`src/rtl/frame_sync_controller.sv`:
```
// frame_sync_controller
//   Frame synchroniser that follows the preamble detector. It confirms a
//   periodic preamble over CONFIRM_CNT frames before declaring lock, keeps a
//   flywheel bit counter through isolated missed preambles, and drops lock
//   after LOSS_CNT consecutive misses.
//
// Parameters
//   FRAME_LEN    frame period in bits, preamble included (>= 4)
//   CONFIRM_CNT  consecutive on-time detects needed to lock (>= 1)
//   LOSS_CNT     consecutive missed expected detects that drop lock (>= 1)
//
// Ports
//   CLK             in   rising-edge clock
//   RESET_N         in   asynchronous active-low reset
//   DETECT_IN       in   preamble detect flag
//   DETECT_IN_VALID in   one-cycle strobe per received bit
//   SYNC_LOCK       out  high while locked
//   FRAME_START     out  pulse on each frame boundary while locked
//   PAYLOAD_VALID   out  pulse per non-boundary bit while locked
//   BIT_IDX         out  bit position within the frame (0 = boundary)
//   FINDER_RESET    out  one-cycle clear pulse to the preamble detector
//   LOSS_COUNT      out  saturating count of lock losses
//                        (only when FRAME_SYNC_STATS_EN is defined)
//
// All outputs are registered and react one clock after the causing strobe.
module frame_sync_controller #(
  parameter int FRAME_LEN   = 64,
  parameter int CONFIRM_CNT = 3,
  parameter int LOSS_CNT    = 2
) (
  input  logic                         CLK,
  input  logic                         RESET_N,
  input  logic                         DETECT_IN,
  input  logic                         DETECT_IN_VALID,
  output logic                         SYNC_LOCK,
  output logic                         FRAME_START,
  output logic                         PAYLOAD_VALID,
  output logic [$clog2(FRAME_LEN)-1:0] BIT_IDX,
  output logic                         FINDER_RESET
`ifdef FRAME_SYNC_STATS_EN
  ,
  output logic [15:0]                  LOSS_COUNT
`endif
);

  localparam int CW = $clog2(FRAME_LEN);
  localparam int HW = $clog2(CONFIRM_CNT + 1);
  localparam int MW = $clog2(LOSS_CNT + 1);

  localparam logic [CW-1:0] CNT_LAST = CW'(FRAME_LEN - 1);
  localparam logic [CW-1:0] CNT_ONE  = CW'(1);
  localparam logic [HW-1:0] HITS_ONE = HW'(1);
  localparam logic [HW-1:0] CONF_V   = HW'(CONFIRM_CNT);
  localparam logic [MW-1:0] MISS_ONE = MW'(1);
  localparam logic [MW-1:0] LOSS_V   = MW'(LOSS_CNT);

  typedef enum logic [1:0] {
    SEARCH = 2'd0,
    VERIFY = 2'd1,
    LOCK   = 2'd2
  } state_t;

  state_t          state_q;
  logic [CW-1:0]   cnt_q, cnt_d;
  logic [HW-1:0]   hits_q, hits_d;
  logic [MW-1:0]   miss_q, miss_d;
  logic            lock_q, fs_q, pv_q, fr_q;
  logic            expected;

  // Expected strobe: the one that wraps the bit counter back to the boundary.
  assign expected = (cnt_q == CNT_LAST);
  assign cnt_d    = expected ? '0 : cnt_q + CNT_ONE;
  // Increments are only taken while below the limit, so they never overflow.
  assign hits_d   = hits_q + HITS_ONE;
  assign miss_d   = miss_q + MISS_ONE;

`ifdef FRAME_SYNC_STATS_EN
  logic [15:0] loss_cnt_q;
  assign LOSS_COUNT = loss_cnt_q;
`endif

  always_ff @(posedge CLK or negedge RESET_N) begin
    if (!RESET_N) begin
      state_q <= SEARCH;
      cnt_q   <= '0;
      hits_q  <= '0;
      miss_q  <= '0;
      lock_q  <= 1'b0;
      fs_q    <= 1'b0;
      pv_q    <= 1'b0;
      fr_q    <= 1'b0;
`ifdef FRAME_SYNC_STATS_EN
      loss_cnt_q <= '0;
`endif
    end else begin
      // Pulse outputs default low; only a strobe can raise them.
      fs_q <= 1'b0;
      pv_q <= 1'b0;
      fr_q <= 1'b0;
      if (DETECT_IN_VALID) begin
        case (state_q)
          SEARCH: begin
            cnt_q <= '0;
            if (DETECT_IN) begin
              hits_q <= HITS_ONE;
              if (CONFIRM_CNT == 1) begin
                state_q <= LOCK;
                lock_q  <= 1'b1;
                fs_q    <= 1'b1;
                miss_q  <= '0;
              end else begin
                state_q <= VERIFY;
              end
            end
          end
          VERIFY: begin
            cnt_q <= cnt_d;
            // Off-position detects are ignored while verifying.
            if (expected) begin
              if (DETECT_IN) begin
                hits_q <= hits_d;
                if (hits_d == CONF_V) begin
                  state_q <= LOCK;
                  lock_q  <= 1'b1;
                  fs_q    <= 1'b1;
                  miss_q  <= '0;
                end
              end else begin
                state_q <= SEARCH;
                hits_q  <= '0;
                fr_q    <= 1'b1;
              end
            end
          end
          LOCK: begin
            // The counter free-runs; detects never re-align it here.
            cnt_q <= cnt_d;
            if (!expected) begin
              pv_q <= 1'b1;
            end else if (DETECT_IN) begin
              miss_q <= '0;
              fs_q   <= 1'b1;
            end else if (miss_d == LOSS_V) begin
              // Lock loss suppresses the flywheel frame-start pulse.
              state_q <= SEARCH;
              lock_q  <= 1'b0;
              fr_q    <= 1'b1;
              miss_q  <= '0;
              hits_q  <= '0;
`ifdef FRAME_SYNC_STATS_EN
              if (loss_cnt_q != 16'hFFFF) begin
                loss_cnt_q <= loss_cnt_q + 16'd1;
              end
`endif
            end else begin
              miss_q <= miss_d;
              fs_q   <= 1'b1;
            end
          end
          default: begin
            state_q <= SEARCH;
            cnt_q   <= '0;
            lock_q  <= 1'b0;
          end
        endcase
      end
    end
  end

  assign SYNC_LOCK     = lock_q;
  assign FRAME_START   = fs_q;
  assign PAYLOAD_VALID = pv_q;
  assign FINDER_RESET  = fr_q;
  assign BIT_IDX       = cnt_q;

endmodule

```
`config.mk`:
```
export PLATFORM = sky130hd
export DESIGN_NAME = frame_sync_controller
export DESIGN_NICKNAME = d
export VERILOG_FILES = /design/src/rtl/frame_sync_controller.sv
export SDC_FILE = /design/constraint.sdc
export NUM_CORES = 1
export LEC_CHECK = 0
export CAP_MARGIN = 20
export CORE_MARGIN = 1.5
export CORE_UTILIZATION = 43
export DETAILED_ROUTE_END_ITERATION = 16
export HOLD_SLACK_MARGIN = 0.1
export PLACE_DENSITY = 0.7
export SYNTH_ARGS = -nofsm -noshare
export SYNTH_HDL_FRONTEND = slang
export SYNTH_SLANG_ARGS = --single-unit
```
`constraint.sdc`:
```
create_clock -name CLK -period 3.05 [get_ports CLK]
set_clock_uncertainty 0.15 [all_clocks]
set_input_delay 0.4575 -clock CLK [delete_from_list [all_inputs] [get_ports CLK]]
set_output_delay 0.4575 -clock CLK [all_outputs]
set_load 0.02 [all_outputs]
```
## Word level (Yosys, flattened, before mapping)

Cells that the tools add are included.

- Multiplexer cells: 45
- Bitwise operators: 1
- Equality and inequality tests: 13
- $add $sub $neg: 3
- Reduce and logical (&&, ||, !) cells: 8

Operators by type and width:

| cell | count |
|---|---|
| 2-to-1 mux 2 bit | 15 |
| 2-to-1 mux 1 bit | 22 |
| inequality test 2 bit, second input constant | 7 |
| AND reduction 7 bit | 2 |
| 2-to-1 mux 6 bit | 2 |
| one-hot mux 2 bit (3 select lines) | 2 |
| AND reduction 8 bit | 1 |
| adder 6 x 1 -> 6 bit, second input constant | 1 |
| == test 2 bit, second input constant | 3 |
| == test 6 bit, second input constant | 1 |
| AND reduction 6 bit | 1 |
| adder 2 x 1 -> 2 bit, second input constant | 2 |
| one-hot mux 1 bit (2 select lines) | 2 |
| one-hot mux 2 bit (2 select lines) | 1 |
| inequality test 3 bit, second input constant | 1 |
| one-hot mux 1 bit (3 select lines) | 1 |
| nonzero test 3 bit | 1 |
| == test 2 x 1 -> 1 bit, second input constant | 1 |
| logical NOT 2 bit | 1 |
| nonzero test 2 bit | 1 |
| OR reduction 2 bit | 1 |
| NOT 1 bit | 1 |

- Input bits: 4
- Word-level logic and storage cells: 78
- Output and inout bits: 10
- Register bits: 16

## Longest topological paths before layout

- Depth in word-level cells: 7
- Gate-level depth with buffers: 7
- Depth with buffers taken out: 6

## Worst setup path after synthesis

No wires, ideal clock.

- Path type: register to register
- Start point: register cnt_q[0], in the netlist BIT_IDX[0]
- End point: register hits_q[1]
- Setup slack: 1.150 ns
- Arrival time: 1.629 ns
- Stages on the path, launching flop included: 6
- Setup time: 0.121 ns
- Required time: 2.779 ns
- Path buffers: 0
- Period minus slack after synthesis: 1.900 ns
- Cell sequence: dfrtp_1 -> ha_1 -> and3_1 -> a41o_2 -> o21a_1 -> a22o_1

- Word-level cells in the longest chain between the ends: 3
- Elaborated cells between the ends (all ways): 4
- Those cells by class: eq/ne: 3; reduce/logical: 1

Ends and longest elaborated chain:

| what | line | source |
|---|---|---|
| start: declaration | 64 | `logic [CW-1:0] cnt_q, cnt_d;` |
| start signal: assignment | 117 | `cnt_q <= cnt_d;` |
| start signal: assignment | 137 | `cnt_q <= cnt_d;` |
| == test 6 bit * | 71 | `assign expected = (cnt_q == CNT_LAST);` |
| inequality test 2 bit (no line) | n/a |  |
| AND reduction 7 bit (no line) * | n/a |  |
| end signal: assignment | 121 | `hits_q <= hits_d;` |
| end: declaration | 65 | `logic [HW-1:0] hits_q, hits_d;` |

Every way passes the cells marked *; elsewhere a longest branch is shown, timed or not.
A chain may end at the register's enable or synchronous reset.

## Final worst setup path

- Start point: register state_q[1]
- End point: register hits_q[1]

- Word-level cells in the longest chain between the ends: 3
- Elaborated cells between the ends (all ways): 11
- Those cells by class: eq/ne: 7; mux: 1; reduce/logical: 3

Ends and longest elaborated chain:

| what | line | source |
|---|---|---|
| start: declaration | 63 | `state_t state_q;` |
| start signal: assignment | 84 | `state_q <= SEARCH;` |
| start signal: assignment | 107 | `state_q <= LOCK;` |
| start signal: assignment | 112 | `state_q <= VERIFY;` |
| == test 2 bit, or another cell as far along | 101 | `case (state_q)` |
| inequality test 2 bit (no line) / nonzero test 3 bit (equally long branches) | n/a |  |
| AND reduction 7 bit (no line) | n/a |  |

Several ways; a longest one is shown, not always the timed one.

==> results.json <==
{
  "outcome": "completed",
  "cts.sinks": 16,
  "synth_area_leaders": "dfrtp_1, ha_1, inv_1",
  "netlist_area_um2": 991,
  "crit_required_ps": 3080,
  "cts_max_path_buffers": 2,
  "setup_viol": 0,
  "vias": 852,
  "reg2reg_to": "hits_q[1]",
  "place_ws_ps": 793,
  "dp.cells": 144,
  "synth_cells": 107,
  "numCtsBuffers": 3,
  "start_util_pct": 45.2,
  "yosysTopAreaCellShare_pct": 40.4,
  "end_kind": "flop",
  "synth.distinct_cells": 37,
  "whs_endpoint": "miss_q[1]",
  "holdPathStages": 1,
  "power_leakage_nw": 0.492,
  "ys_ff_latch": 16,
  "yosysWarnings": 0,
  "path_max_fanout": 11,
  "io_buffer_count": 13,
  "drt_iter0_drc": 33,
  "setup_slack_ps": 1040,
  "place_hpwl_mm": 1.50,
  "cts_tree": "done",
  "fmax_ghz": 0.498,
  "drive_above_1_share_pct": 6.67,
  "pwr-share-comb_pct": 51.4,
  "cts_setup_buffers": 0,
  "syn_to_final_growth_pct": 18.1,
  "intPower_w": 0.000560,
  "wirelength_mm": 2.00,
  "power.density_nw_per_um2": 830,
  "yosysSeqAreaShare_pct": 40.4,
  "post_cts_resized": 0,
  "final.fill_count": 195,
  "finalSetupTns_ps": 0,
  "die-area_um2": 2600,
  "ios": 14,
  "p_seq_share_pct": 34.2,
  "grt_max_degree": 21,
  "multi_input_area_um2": 519,
  "syn_avg_cell_area_um2": 9.26,
  "finalMaxSlewViolations": 0,
  "instances_no_fill": 148,
  "grt_pass1_wl_mm": 3.51,
  "rows": 17,
  "r2r_cells": 6,
  "seqCellArea_um2": 400,
  "fin_crit_sh_pct": 65.9,
  "hp-class": "reg2reg",
  "nets": 131,
  "yosysTopAreaCell": "dfrtp_1",
  "maxCapViolations": 0,
  "rsz0062_at_grt": "no",
  "async_reset_ff_share_pct": 100,
  "slew_headroom_pct": 52.6,
  "die_y_um": 51.0,
  "holdBufCountCts": 0,
  "mostFrequentLayoutCells": "dfrtp_1, inv_1, clkdlybuf4s50_1, nand2_1, o21ai_0",
  "switching_share_pct": 42.3,
  "track_usage_pct": 17.9,
  "pwr-share-clk_pct": 14.4,
  "clk_root_buffer_cell": "clkbuf_4",
  "yosys_most_used_dff": "dfrtp_1",
  "r2r_start": "state_q[1]",
  "htree_num_levels": 1,
  "gr-total-overflow": 0,
  "reg2reg_slack_ps": 1040,
  "switching_power_w": 0.000411,
  "gp_congestion": 0.796,
  "avgRoutedWirePerCell_um": 13.5,
  "arrival_ps": 2040,
  "clkLatencyLatePin_ps": 280,
  "synth_enable_flop_cells": 0,
  "core_area_um2": 2190,
  "ant_nets": 0,
  "hold_viol_final": 0,
  "worstSetupPathType": "reg2reg",
  "whs_ps": 348,
  "worst_pin_slew_ps": 708,
  "critPathLaunchType": "flop",
  "ir_drop_mv": 0.420,
  "syn_nets": 117,
  "antenna_found_initial": 0,
  "final_common_cell": "dfrtp_1",
  "diodes": 0,
  "dr.pass1.iters": 4,
  "min-delay-start": "miss_q[1]",
  "die_x_um": 51.0,
  "clkTransAtPathRegs_ps": 100,
  "fin_crit_ps": 2010,
  "drc": 0,
  "vias_per_cell": 5.76,
  "grt_pass1_vias": 770
}
## routing by layer
metal	track usage [%]	vias to the layer above	wire length, µm
li1	-	417	-
met1	23.6	406	903
met2	29.9	27	970
met3	2.92	2	113
met4	5.41	0	14
met5	0	-	0
## critical path, stage by stage, from the launching register on
cell and delay, ps:
dfrtp_1 440, inv_1 120, ha_1 380, nor2_1 120, a41o_2 280, o21a_1 220
a22o_1 200
## cell families (layout without fill, tap and decap cells)
| family | after synthesis | count (layout) | synth area share [%] |
|---|---|---|---|
| AND/OR/NAND/NOR | 34 | 34 | 21.3 |
| AO/OA/AOI/OAI | 33 | 33 | 22.5 |
| buffers and inverters | 17 | 30 | 7.20 |
| multiplexers | 1 | 1 | 1.01 |
| adder cells (fa/ha/maj) | 6 | 6 | 7.58 |
| flip-flops | 16 | 16 | 40.4 |
## area by class of cell
cell class	instances	share of cell area, %
Clock buffer	4	3.10
Timing Repair Buffer	13	11.1
Multi-Input combinational cell	74	44.4
Inverter	13	4.17
Sequential cell	16	34.2
Tap cell	28	2.99
## power by group through the flow
stage / clock network [W] / logic [W] / registers (W)
after global placement: 0 / 0.000487 / 0.000336
after detailed placement: 0 / 0.000496 / 0.000337
after CTS: 0.000145 / 0.000499 / 0.000334
after floorplan: 0 / 0.000312 / 0.000367
final: 0.000139 / 0.000499 / 0.000333
after global routing: 0.000155 / 0.000560 / 0.000343
## cell usage after synthesis, drive strengths merged, types with 2 or more instances
cell / n
nor4: 2
clkbuf: 3
dfrtp: 16
nor2: 5
o21ai: 9
a21oi: 3
a31oi: 2
nor3b: 2
and3: 2
nand3: 3
o22ai: 6
nand2: 9
o21a: 2
nor2b: 3
inv: 13
a22o: 2
nand3b: 2
ha: 6
## stage by stage
step	util (%)	instance area (µm²)	total power, W
2_1_floorplan	-	991	0.000679
3_3_place_gp	51.7	1130	0.000823
3_5_place_dp	51.7	1130	0.000833
4_1_cts	53.4	1170	0.000978
5_1_grt	53.4	1170	0.00106
6_report	53.4	1170	0.000971
## state kept, by name, indices dropped and copies added (netlist names)
register       flops
BIT_IDX            6
FINDER_RESET       1
FRAME_START        1
PAYLOAD_VALID      1
SYNC_LOCK          1
hits_q             2
miss_q             2
state_q            2
## worst max-delay path by stage
stage | startpoint | end | slack, ps | depth (start not counted)
2_1_floorplan | BIT_IDX[0] | hits_q[1] | 1150 | 5
3_3_place_gp | DETECT_IN | hits_q[1] | 890 | 4
5_1_grt | state_q[1] | hits_q[0] | 900 | 6
3_5_place_dp | DETECT_IN_VALID | miss_q[0] | 790 | 4
4_1_cts | BIT_IDX[2] | BIT_IDX[2] | 1030 | 1
6_report | state_q[1] | hits_q[1] | 1040 | 6
Note: power is estimated with default switching activity, not from simulation.
